==> src/rtl/classify_arbiter.sv <==
// classify_arbiter: shares one maxfinder among NUM_REQ requesters.
//
// A round-robin grant picks one requester, its score vector is sent to the
// maxfinder with a single-cycle start pulse, and the returned label is held
// for the granted requester until it accepts the response.
//
// Ports
//   clk, rst          clock; synchronous active-low reset
//   req_valid/ready   per-requester request handshake (ready is one-hot)
//   req_data          requester r's vector at slice r
//   mf_i_data/valid   vector and start pulse to the maxfinder
//   mf_o_data/valid   label and result strobe from the maxfinder
//   rsp_valid/ready   per-requester response handshake (valid is one-hot)
//   rsp_label         returned label
//   rsp_error         response is a watchdog timeout
//   busy              high in every state except IDLE
//
// Optional build macro: CLASSIFY_ARB_TIMEOUT_EN adds a WAIT watchdog of
// TIMEOUT cycles; without it WAIT waits forever and rsp_error is 0.
//
// state | meaning
// IDLE  | waiting for any req_valid; grant is combinational
// ISSUE | one-cycle maxfinder start pulse
// WAIT  | waiting for the maxfinder result strobe
// RESP  | response held until the granted requester accepts it
module classify_arbiter #(
  parameter int NUM_REQ     = 4,
  parameter int NUM_INPUT   = 10,
  parameter int INPUT_WIDTH = 16,
  parameter int TIMEOUT     = 32
) (
  input  logic                                     clk,
  input  logic                                     rst,
  input  logic [NUM_REQ-1:0]                       req_valid,
  input  logic [NUM_REQ*NUM_INPUT*INPUT_WIDTH-1:0] req_data,
  output logic [NUM_REQ-1:0]                       req_ready,
  output logic [NUM_INPUT*INPUT_WIDTH-1:0]         mf_i_data,
  output logic                                     mf_i_valid,
  input  logic [3:0]                               mf_o_data,
  input  logic                                     mf_o_data_valid,
  output logic [NUM_REQ-1:0]                       rsp_valid,
  input  logic [NUM_REQ-1:0]                       rsp_ready,
  output logic [3:0]                               rsp_label,
  output logic                                     rsp_error,
  output logic                                     busy
);

  localparam int VW = NUM_INPUT * INPUT_WIDTH;
  localparam int PW = (NUM_REQ > 1) ? $clog2(NUM_REQ) : 1;

  typedef enum logic [1:0] {IDLE, ISSUE, WAIT, RESP} state_t;

  state_t        state;
  logic [PW-1:0] ptr;
  logic [PW-1:0] gnt;
  logic [PW-1:0] pick;
  logic          pick_any;

`ifdef CLASSIFY_ARB_TIMEOUT_EN
  localparam int CW = $clog2(TIMEOUT + 1);
  logic [CW-1:0] wd_cnt;
  logic          err_q;
  assign rsp_error = err_q;
`else
  assign rsp_error = 1'b0;
`endif

  // Scan from the highest offset down so the lowest offset from ptr wins.
  always_comb begin
    int            idx;
    logic [PW-1:0] idx_w;
    pick     = ptr;
    pick_any = 1'b0;
    idx      = 0;
    idx_w    = '0;
    for (int i = NUM_REQ - 1; i >= 0; i--) begin
      idx   = (int'(ptr) + i) % NUM_REQ;
      idx_w = PW'(idx);
      if (req_valid[idx_w]) begin
        pick     = idx_w;
        pick_any = 1'b1;
      end
    end
  end

  // Gated with rst so no accept is ever offered while reset is held.
  always_comb begin
    req_ready = '0;
    if (rst && (state == IDLE) && pick_any) req_ready[pick] = 1'b1;
  end

  always_comb begin
    rsp_valid = '0;
    if (state == RESP) rsp_valid[gnt] = 1'b1;
  end

  assign mf_i_valid = (state == ISSUE);
  assign busy       = (state != IDLE);

  always_ff @(posedge clk) begin
    if (!rst) begin
      state     <= IDLE;
      ptr       <= '0;
      gnt       <= '0;
      mf_i_data <= '0;
      rsp_label <= '0;
`ifdef CLASSIFY_ARB_TIMEOUT_EN
      wd_cnt    <= '0;
      err_q     <= 1'b0;
`endif
    end else begin
      case (state)
        IDLE: begin
          if (pick_any) begin
            gnt       <= pick;
            mf_i_data <= req_data[pick*VW +: VW];
            state     <= ISSUE;
          end
        end
        ISSUE: begin
`ifdef CLASSIFY_ARB_TIMEOUT_EN
          // Terminal count 0 is reached on the TIMEOUT-th WAIT cycle.
          wd_cnt <= CW'(TIMEOUT - 1);
`endif
          state  <= WAIT;
        end
        WAIT: begin
          if (mf_o_data_valid) begin
            rsp_label <= mf_o_data;
`ifdef CLASSIFY_ARB_TIMEOUT_EN
            err_q     <= 1'b0;
`endif
            state     <= RESP;
          end
`ifdef CLASSIFY_ARB_TIMEOUT_EN
          else if (wd_cnt == '0) begin
            rsp_label <= 4'hF;
            err_q     <= 1'b1;
            state     <= RESP;
          end else begin
            wd_cnt <= wd_cnt - CW'(1);
          end
`endif
        end
        RESP: begin
          if (rsp_ready[gnt]) begin
            ptr   <= (gnt == PW'(NUM_REQ - 1)) ? '0 : gnt + PW'(1);
            state <= IDLE;
          end
        end
        default: state <= IDLE;
      endcase
    end
  end

endmodule

==> config.mk <==
export PLATFORM = sky130hd
export DESIGN_NAME = classify_arbiter
export DESIGN_NICKNAME = d
export VERILOG_FILES = /design/src/rtl/classify_arbiter.sv
export SDC_FILE = /design/constraint.sdc
export NUM_CORES = 1
export LEC_CHECK = 0
export CAP_MARGIN = 10
export CORE_AREA = 5 5 321 323
export DETAILED_ROUTE_END_ITERATION = 10
export DIE_AREA = 0 0 326 328
export GPL_TIMING_DRIVEN = 0
export PLACE_DENSITY = 0.45
export SYNTH_ARGS = -nofsm -noshare
export SYNTH_HDL_FRONTEND = slang
export SYNTH_SLANG_ARGS = --single-unit
==> constraint.sdc <==
create_clock -name clk -period 3.4 [get_ports clk]
set_input_delay 0.34 -clock clk [delete_from_list [all_inputs] [get_ports clk]]
set_output_delay 0.34 -clock clk [all_outputs]
set_load 0.1 [all_outputs]
# --- Yosys cells after proc, flatten, opt, wreduce, memory -nomap -nowiden ---
# Cells that the tools add are included.
# W data, S select, Z words.
totals:
  in_bits: 655
  wordCells: 65
  out_inout_bits: 175
  regBits: 170
op_classes:
  shift: 1
  n_reduce_logical: 10
  mul: 1
  eq_ne: 7
  n_lt_le_gt_ge: 8
  n_addsub: 4
  muxes: 29
ops:
  columns: ["op", "n"]
  rows:
  - ["$shiftx A640 B11 Y160", 1]
  - ["$lt A2 B3 Y1 const B", 6]
  - ["$mux W2", 8]
  - ["$mux W1", 11]
  - ["$bmux W1 S2", 5]
  - ["$mux W4", 2]
  - ["$pmux W2 S4", 1]
  - ["$eq A2 B2 Y1 const B", 3]
  - ["$reduce_and A2 Y1", 3]
  - ["$mul A2 B3 Y5 const B", 1]
  - ["$add A2 B1 Y2 const B", 2]
  - ["$add A2 B2 Y2 const B", 2]
  - ["$demux W1 S2", 2]
  - ["$ge A2 B1 Y1 const B", 2]
  - ["$logic_and A1 B1 Y1", 4]
  - ["$ne A2 B2 Y1 const B", 2]
  - ["$reduce_and A3 Y1", 1]
  - ["$eq A2 B1 Y1 const B", 1]
  - ["$logic_not A2 Y1", 1]
  - ["$ne A2 B1 Y1 const B", 1]
  - ["$reduce_bool A2 Y1", 1]

# --- Logic depth before layout (Yosys ltp) ---
# Gate-level depths: netlist of run 1.
depth:
  word_depth: 12
  mapped_depth: 10
  ltp_nobuf: 7

# --- Least setup slack after synthesis of run 1 ---
# Ideal clock, no wire load.
synth_timing:
  kind: "register -> output"
  start: "register state[0]"
  end: "output port req_ready[2]"
  stages_incl_launch_ff: 10
  path_buffers: 2
  setup_slack_ns: 0.042
  t_arrival_ns: 3.018
  t_required_ns: 3.060
  cell_sequence: "dfxtp_1 inv_1 ha_1 inv_1 nor2_1 and2_1 nand2b_1 buf_2 clkbuf_1 nor2_1"
synth_between:
  elab_chain_len: 4
synth_rtl:
  columns: ["item", "line", "source"]
  rows:
  - ["from (decl)", "53", "state_t state;"]
  - ["from (signal assigned)", "102", "state <= IDLE;"]
  - ["from (signal assigned)", "117", "state <= ISSUE;"]
  - ["from (signal assigned)", "125", "state <= WAIT;"]
  - ["$logic_not A2 Y1", "89", "if (rst && (state == IDLE) && pick_any) req_ready[pick] = 1'b1;"]
  - ["$logic_and A1 B1 Y1 (2 in a row)", "89", null]
  - ["$mux W4", "89", null]
  - ["to (decl)", "36", "output logic [NUM_REQ-1:0] req_ready,"]
# No other way between the ends.

# --- Worst setup path in the final report of run 1 ---
layout_timing:
  start: "input port req_valid[2]"
  end: "output port req_ready[1]"
layout_between:
  elab_chain_len: 11
  word_cells_on_any_way: 23
  classes_between: "2 x order compare; 19 x mux; 2 x reduce/logical"
layout_rtl:
  columns: ["item", "line", "source"]
  rows:
  - ["from (decl)", "34", "input logic [NUM_REQ-1:0] req_valid,"]
  - ["$bmux W1 S2", "79", "if (req_valid[idx_w]) begin"]
  - ["$mux W1 (not written as such)", "79", null]
  - ["$mux W2 (4 in a row)", "79", null]
  - ["$lt A2 B3 Y1 (not written as such) or $ge A2 B1 Y1 (tied branches)", "89", null]
  - ["$logic_and A1 B1 Y1 (not written as such)", "89", null]
  - ["$mux W1 (not written as such)", "89", null]
  - ["$demux W1 S2", "89", null]
  - ["$mux W4 *", "89", null]
# Every way passes the cells marked *; elsewhere a longest branch is shown, timed or not. The select of a mux whose other input is x is not followed.

==> flow_metrics.tcl, run 1 <==
set metrics [dict create \
    track_usage_pct 17.94 \
    core_mm2 0.09957 \
    grt_remaining_overflow 0 \
    syn2layout_area_growth_pct 99.59 \
    place_ws_ns -1.266 \
    slowest_stage "clkdlybuf4s50_1" \
    critical_path.top_delay_family "buffers and inverters" \
    ys_warn_count 0 \
    finalWorstSetupSlack_ns 0.2091 \
    vdd_drop_max_uv 534.2 \
    p_switching_w 0.008784 \
    hold_ws_ns 0.3950 \
    cts_root_buf "clkbuf_16" \
    status "complete, no violations" \
    hpwl_um 83880 \
    htreeDepth 4 \
    finalHoldViolCount 0 \
    die_area_mm2 0.1069 \
    clk_pin_slew_ns 0.08 \
    place.gp.congestion 0.8886 \
    p_int_w 0.006322 \
    clock_skew_ns 0.01028 \
    post-place-cells 3322 \
    power_density_mw_per_mm2 714.9 \
    crit_top_cell "buf_4" \
    fin_crit_sh_pct 93.85 \
    worstSetupEndpointType "primary output" \
    viasPerCell 4.205 \
    clock_path_buffers 2 \
    antenna_found_initial 51 \
    fillers 11020 \
    grt_pass1_wl_um 132200 \
    ios 830 \
    wl_met1_um 40450 \
    avgSynthCellArea_um2 8.844 \
    synth_nets 1861 \
    max_stage_delay_ns 0.50 \
    synth_cells 1197 \
    drt_iter0_markers 837 \
    swShare_pct 58.15 \
    seqPwrFrac_pct 20.1 \
    numCtsBuffers 17 \
    ys.flop_type "dfxtp_1" \
    tightest_slew_ns 1.281 \
    ant_nets 0 \
    worstPathBufferInverterCount 5 \
    cp_data_arrival_time_ns 2.85 \
    drive_gt1_share_pct 5.107 \
    combPwrFrac_pct 65.4 \
    leakage_nw 8.945 \
    p_total_w 0.01511 \
    synth_area_leader_cell "dfxtp_1" \
    finish.utilization_pct 21.22 \
    setup_violations 0 \
    initial_core_util_pct 10.63 \
    fmax_ghz 0.3134 \
    max_cap_viol_count 0 \
    clk_latency_ns 0.51 \
    maxUsedRoutingLayer "met5" \
    first_pass_iters 5 \
    dieHeight_um 328 \
    netlist_area_mm2 0.01059 \
    grt_max_degree 19 \
    critPathMaxFanout 10 \
    required_ns 3.06 \
    yosysSeqAreaShare_pct 32.15 \
    grt_pass1_vias 14890 \
    yosysTopAreaCellShare_pct 32.15 \
    port_buffers 827 \
    routed-wl-met3_um 8038 \
    rsz0062_at_grt "no" \
    netlist-cell-type-count 33 \
    num_rows 116 \
    cts.sinks 170 \
    startpoint_type "input port" \
    crit_chain "clkdlybuf4s50_1, nor2b_1, o21ai_0, and3_1, buf_4, buf_4, buf_2, and3_1, buf_4" \
    die_w_um 326 \
    drcViolationCount 0 \
    timing.slew.headroom_pct 14.33 \
    vias 14130 \
    timing.setup.critical_path_class "in -> out" \
    finalMaxSlewViolations 0 \
    fin_crit_ns 3.191 \
    routedWlPerCell_um 29.86 \
    ys_seq_elements 170 \
    netlist_top_cells_area "dfxtp_1 32%, mux2i_1 15%, a41oi_1 13%, o221ai_1 13%, and3_1 9.6%" \
    synth-async-reset-ratio_pct 0 \
    stdcell_count 3360 \
    synth_edf_count 0 \
    cts_tree "yes" \
    worst_hold_path_type "in -> reg" \
    clkPwrFrac_pct 14.5 \
    wl_um 100300 \
    dr_wl_met2_um 50200 \
    r2r_slack_ns 0.66 \
    nets 2707 \
]
## sequential cells by signal (all words and copies together) (netlist names)
signal / cells
state: 2
gnt: 2
ptr: 2
mf_i_data: 160
rsp_label: 4
## power by group through the flow
stage / Combinational [W] / Clock, W / Sequential [W]
after CTS: 0.00995 / 0.00230 / 0.00304
after detailed placement: 0.00990 / 0 / 0.00307
final: 0.00988 / 0.00218 / 0.00304
after global routing: 0.0103 / 0.00233 / 0.00310
after floorplan: 0.00202 / 0 / 0.00730
after global placement: 0.00993 / 0 / 0.00308
## cells by family after synthesis
kind of cell	synth area share, %
compound gates	27.70
buf+inv	12.09
simple gates	11.62
flops	32.15
mux	15.34
fa+ha+maj	1.064
other cells	0.03542
## metrics by stage
step	cell area (um^2)	TNS, ns
3_5_place_dp	20490	-16.50
2_1_floorplan	10590	0
3_3_place_gp	20490	-17.29
5_1_grt	21120	0
6_report	21130	0
4_1_cts	21100	0
## routing by layer
layer  vias to the layer above  global-route usage [%]
li1                       6363                       -
met1                      6885                   21.11
met2                       757                   32.15
met3                       113                   5.835
met4                        12                   3.318
met5                         -                       0
## cell usage after synthesis (2+ instances only)
cell / count
dfxtp_1: 170
ha_1: 9
o221ai_1: 160
nand3_1: 7
a21boi_0: 7
nor2_1: 6
nand2b_1: 2
and3_1: 162
buf_4: 5
buf_6: 2
mux2i_1: 160
buf_2: 57
a41oi_1: 160
buf_1: 5
and2_1: 6
inv_1: 168
o21ai_0: 5
nand2_1: 13
clkbuf_1: 76
nor2b_1: 4
## what timing repair did
action / CTS / global route
setup buffers: 0 / 2
endpoints found under the setup margin: 4 / 4
hold buffers: 0 / 0
resized for setup: 28 / 4
## cells in the final DEF (no fill, tap or decap), types with 5 or more instances in the layout
master / instances
clkbuf_1: 75
buf_2: 52
inv_1: 168
diode_2: 6
buf_1: 5
nand2_1: 13
clkbuf_16: 17
dfxtp_1: 170
clkdlybuf4s50_1: 823
mux2i_1: 160
ha_1: 9
o221ai_1: 160
buf_4: 8
o21ai_0: 5
and2_1: 6
nor2_1: 6
a21boi_0: 7
nand3_1: 7
a41oi_1: 160
and3_1: 162
buf_6: 6
## cell type report
| type | count | area (um^2) | share of cell area (%) |
|---|---|---|---|
| timing repair buffer | 829 | 8288 | 39.23 |
| multi-input combinational | 714 | 5911 | 27.97 |
| sequential | 170 | 3403 | 16.11 |
| tap | 1298 | 1624 | 7.686 |
| buffer | 143 | 673.1 | 3.186 |
| inverter | 168 | 630.6 | 2.985 |
| clock buffer | 19 | 442.9 | 2.096 |
| clock inverter | 13 | 141.4 | 0.6692 |
| antenna | 6 | 15.01 | 0.07106 |
## worst register-to-register path, cell delays in order, from the launching register on
cell and delay [ns]:
dfxtp_1 0.40, nor2_1 0.07, a221o_1 0.30, o21ai_2 0.24
nand2b_1 0.14, clkbuf_4 0.42, clkbuf_1 0.76, o221ai_1 0.23
## path summary, 6_finish.rpt
| kind | from | to | depth (start not counted) |
|---|---|---|---|
| worst max-delay path | req_valid[2] | req_ready[1] | 9 |
| worst min-delay path | mf_o_data[2] | rsp_label[2] | 3 |
| worst max register to register | ptr[1] | mf_i_data[86] | 7 |
| worst min register to register | rsp_label[1] | rsp_label[1] | 2 |
(Power assumes the default switching activity.)
==> inputs of run 2 (changes only) <==
CTS_CLUSTER_SIZE = 28   (was unset)
==> results of run 2 <==
Final layout, timing and power as in run 1 (identical DEF).
==> inputs of run 3 (changes only) <==
CTS_CLUSTER_SIZE = unset   (was 28)
==> results of run 3 <==
Final layout, timing and power as in run 1 (identical DEF).
==> edit, RTL diff (config.mk and constraints of run 3) <==
The option `CLASSIFY_ARB_TIMEOUT_EN` is turned on by a define.
--- a/src/rtl/classify_arbiter.sv
+++ b/src/rtl/classify_arbiter.sv
@@ -25,2 +25,4 @@
 // RESP  | response held until the granted requester accepts it
+`define CLASSIFY_ARB_TIMEOUT_EN
+
 module classify_arbiter #(
Check against the original RTL: same outputs for any inputs over 4 cycles, from zero or initial values and one cycle with rst low; that may be too few to reach the edited logic, so the function may still have changed.
==> edit against run 3 <==
- sequential cell count rose by 7
- setup slack got worse by 78 ps
- total power up 7.4%
- combinational power grew 7%
- sequential power increased by 6.9%
- highest routed layer unchanged
- worst hold slack got worse by 8.8 ps
- cell area grew 7.6%
- area after synthesis grew 13%
- routed wire length increased by 10%
- utilization grew 1.6 points
==> edit: results (changes against run 3) <==
Outcome
  – Outcome: completed

Critical path
  – Worst r2r src: ptr[0]$_SDFFE_PN0P_
  – Worst EP arrival: 2930 ps (+80 ps)
  – CP Class: register to primary output
  – Reg-to-reg setup timing slack: 170 ps (-490 ps)
  – Critical path peak fanout: 19 (+9)

Route
  – DR pass1 iterations: 5 (unchanged)
  – Avg Vias per Cell: 4.69 (+11%)
  – Total length of routed wires: 110,000 um (+10%)
  – 1st-iter DRT viols: 1,306 (+56%)
  – WL/cell: 30.2 um (+1.3%)

Synthesis
  – Seq/Total Area, Yosys: 29.6% (-2.5 points)
  – Synth warnings: 0 (unchanged)
  – Synth top area cells: dfxtp_1, nand3_1, a21bo_2, a32oi_1, o31ai_1
  – Fraction of synthesized cell area in xor and xnor cells: 0% (unchanged)
  – Syn Nets: 2,127 (+14%)
  – Mux cell area share after synthesis: 0.356% (-15 points)
  – Compound-cell area share of the yosys netlist: 37.1% (+9.4 points)
  – Synth unique cells: 35 (+6.1%)
  – Adder-cell area share of the yosys netlist: 1.15% (+0.088 points)
  – Mapped Cells: 1,461 (+22%)
  – Post-synth top cells: nand3_1, clkbuf_1, dfxtp_1, nand4_1, o31ai_1
  – Commonest register cell after synthesis: dfxtp_1
  – Ys async rst share: 0% (unchanged)

CTS
  – Bufs on Longest Clock Path: 2 (unchanged)
  – Post-CTS setup buffers: 4 (+4)
  – Num CTS Buffers: 17 (unchanged)
  – Cts repair resizes: 39 (+39%)
  – Worst skew pair latency: 520 ps
  – Clock Pin Slew Worst Setup and Hold Paths: 90 ps
  – CTS root buffer: clkbuf_16

Power
  – Peak VDD IR: 0.516 mV (-3.4%)
  – Leak Pwr: 7.81 nW (-13%)

Layout
  – Share of cells above drive strength 1: 10.8% (+5.7 points)
  – Top flop regs: mf_i_data x160, wd_cnt x6, rsp_label x4
  – Nets: 2,981 (+10%)

GRT
  – Initial antenna violation count: 54 (+5.9%)
  – Vias in the first global route: 17,400 (+17%)
  – Gr usage total: 19.5% (+1.6 points)
  – First-pass GRT wire length: 146,000 um (+10%)
  – Largest net degree at the start of global routing: 20 (+1)

Place
  – DP Wirelength: 91,200 um (+8.7%)
  – Buffers on Ports: 829 (+0.24%)
  – RD Place Congestion: 0.863 (-2.9%)
  – Placed Cells: 3,596 (+8.2%)
  – Pre-CTS WS: -2220 ps (-950 ps)
  – DP Area: 22,000 um^2 (+7.5%)

Min path
  – Hold Startpoint: req_data[87]
  – Hold Path Class: input port to register

STA
  – Worst clock skew: 17.8 ps (+7.48 ps)
  – Least-Margin Pin Slew: 1330 ps (+46.5 ps)
  – WHS: 386 ps (-8.75 ps)
  – Final worst-path setup slack: 131 ps (-77.6 ps)

Die
  – Die area: 107,000 um^2 (unchanged)
-- edit: changes by cell type after synthesis, moves of 38 or more --
cell | run 3 | this run
a21bo_2 | 0 | 160
and3_1 | 162 | 0
a32oi_1 | 0 | 160
inv_1 | 168 | 11
mux2i_1 | 160 | 2
a41oi_1 | 160 | 0
nand4_1 | 1 | 164
nand3_1 | 7 | 329
o31ai_1 | 1 | 161
o221ai_1 | 160 | 0
buf_2 | 57 | 19
clkbuf_1 | 76 | 190
-- edit: worst max-delay path: stages, from the launching register on --
cell and delay (ps):
dfxtp_1 380, or3b_1 420, and2_1 180, buf_2 250, nor3_4 230, buf_12 150, buf_6 290, and2_1 180
buf_4 290
-- edit: layer usage --
layer | share of wire (%) | GRT usage, % | vias to the layer above
met3 | 9.5 | 7.10 | 142
li1 | - | - | 7665
met1 | 39 | 22.8 | 8383
met5 | 0.10 | 0 | -
met2 | 48 | 33.1 | 906
met4 | 3.0 | 6.78 | 18
-- edit: final cells by class --
class / count / area (um^2)
Tap cell: 1298 / 1620
Timing Repair Buffer: 841 / 8460
Multi-Input combinational cell: 1058 / 7580
Clock inverter: 13 / 176
Antenna cell: 27 / 67.6
Buffer: 209 / 828
Inverter: 11 / 41.3
Clock buffer: 17 / 425
Fill cell: 11100 / 76800
Sequential cell: 177 / 3540
-- edit: power breakdown --
part | switching (mW) | internal [mW]
sequential | 0.457 | 2.79
combinational | 7.91 | 2.74
clock | 1.15 | 1.17
total | 9.52 | 6.70
-- edit: final timing paths --
check                                    end  cells past startpoint
setup / recovery                req_ready[3]                      8
hold / removal    mf_i_data[87]$_SDFFE_PN0P_                      3
setup reg to reg  mf_i_data[47]$_SDFFE_PN0P_                      8
hold reg to reg   mf_i_data[62]$_SDFFE_PN0P_                      2
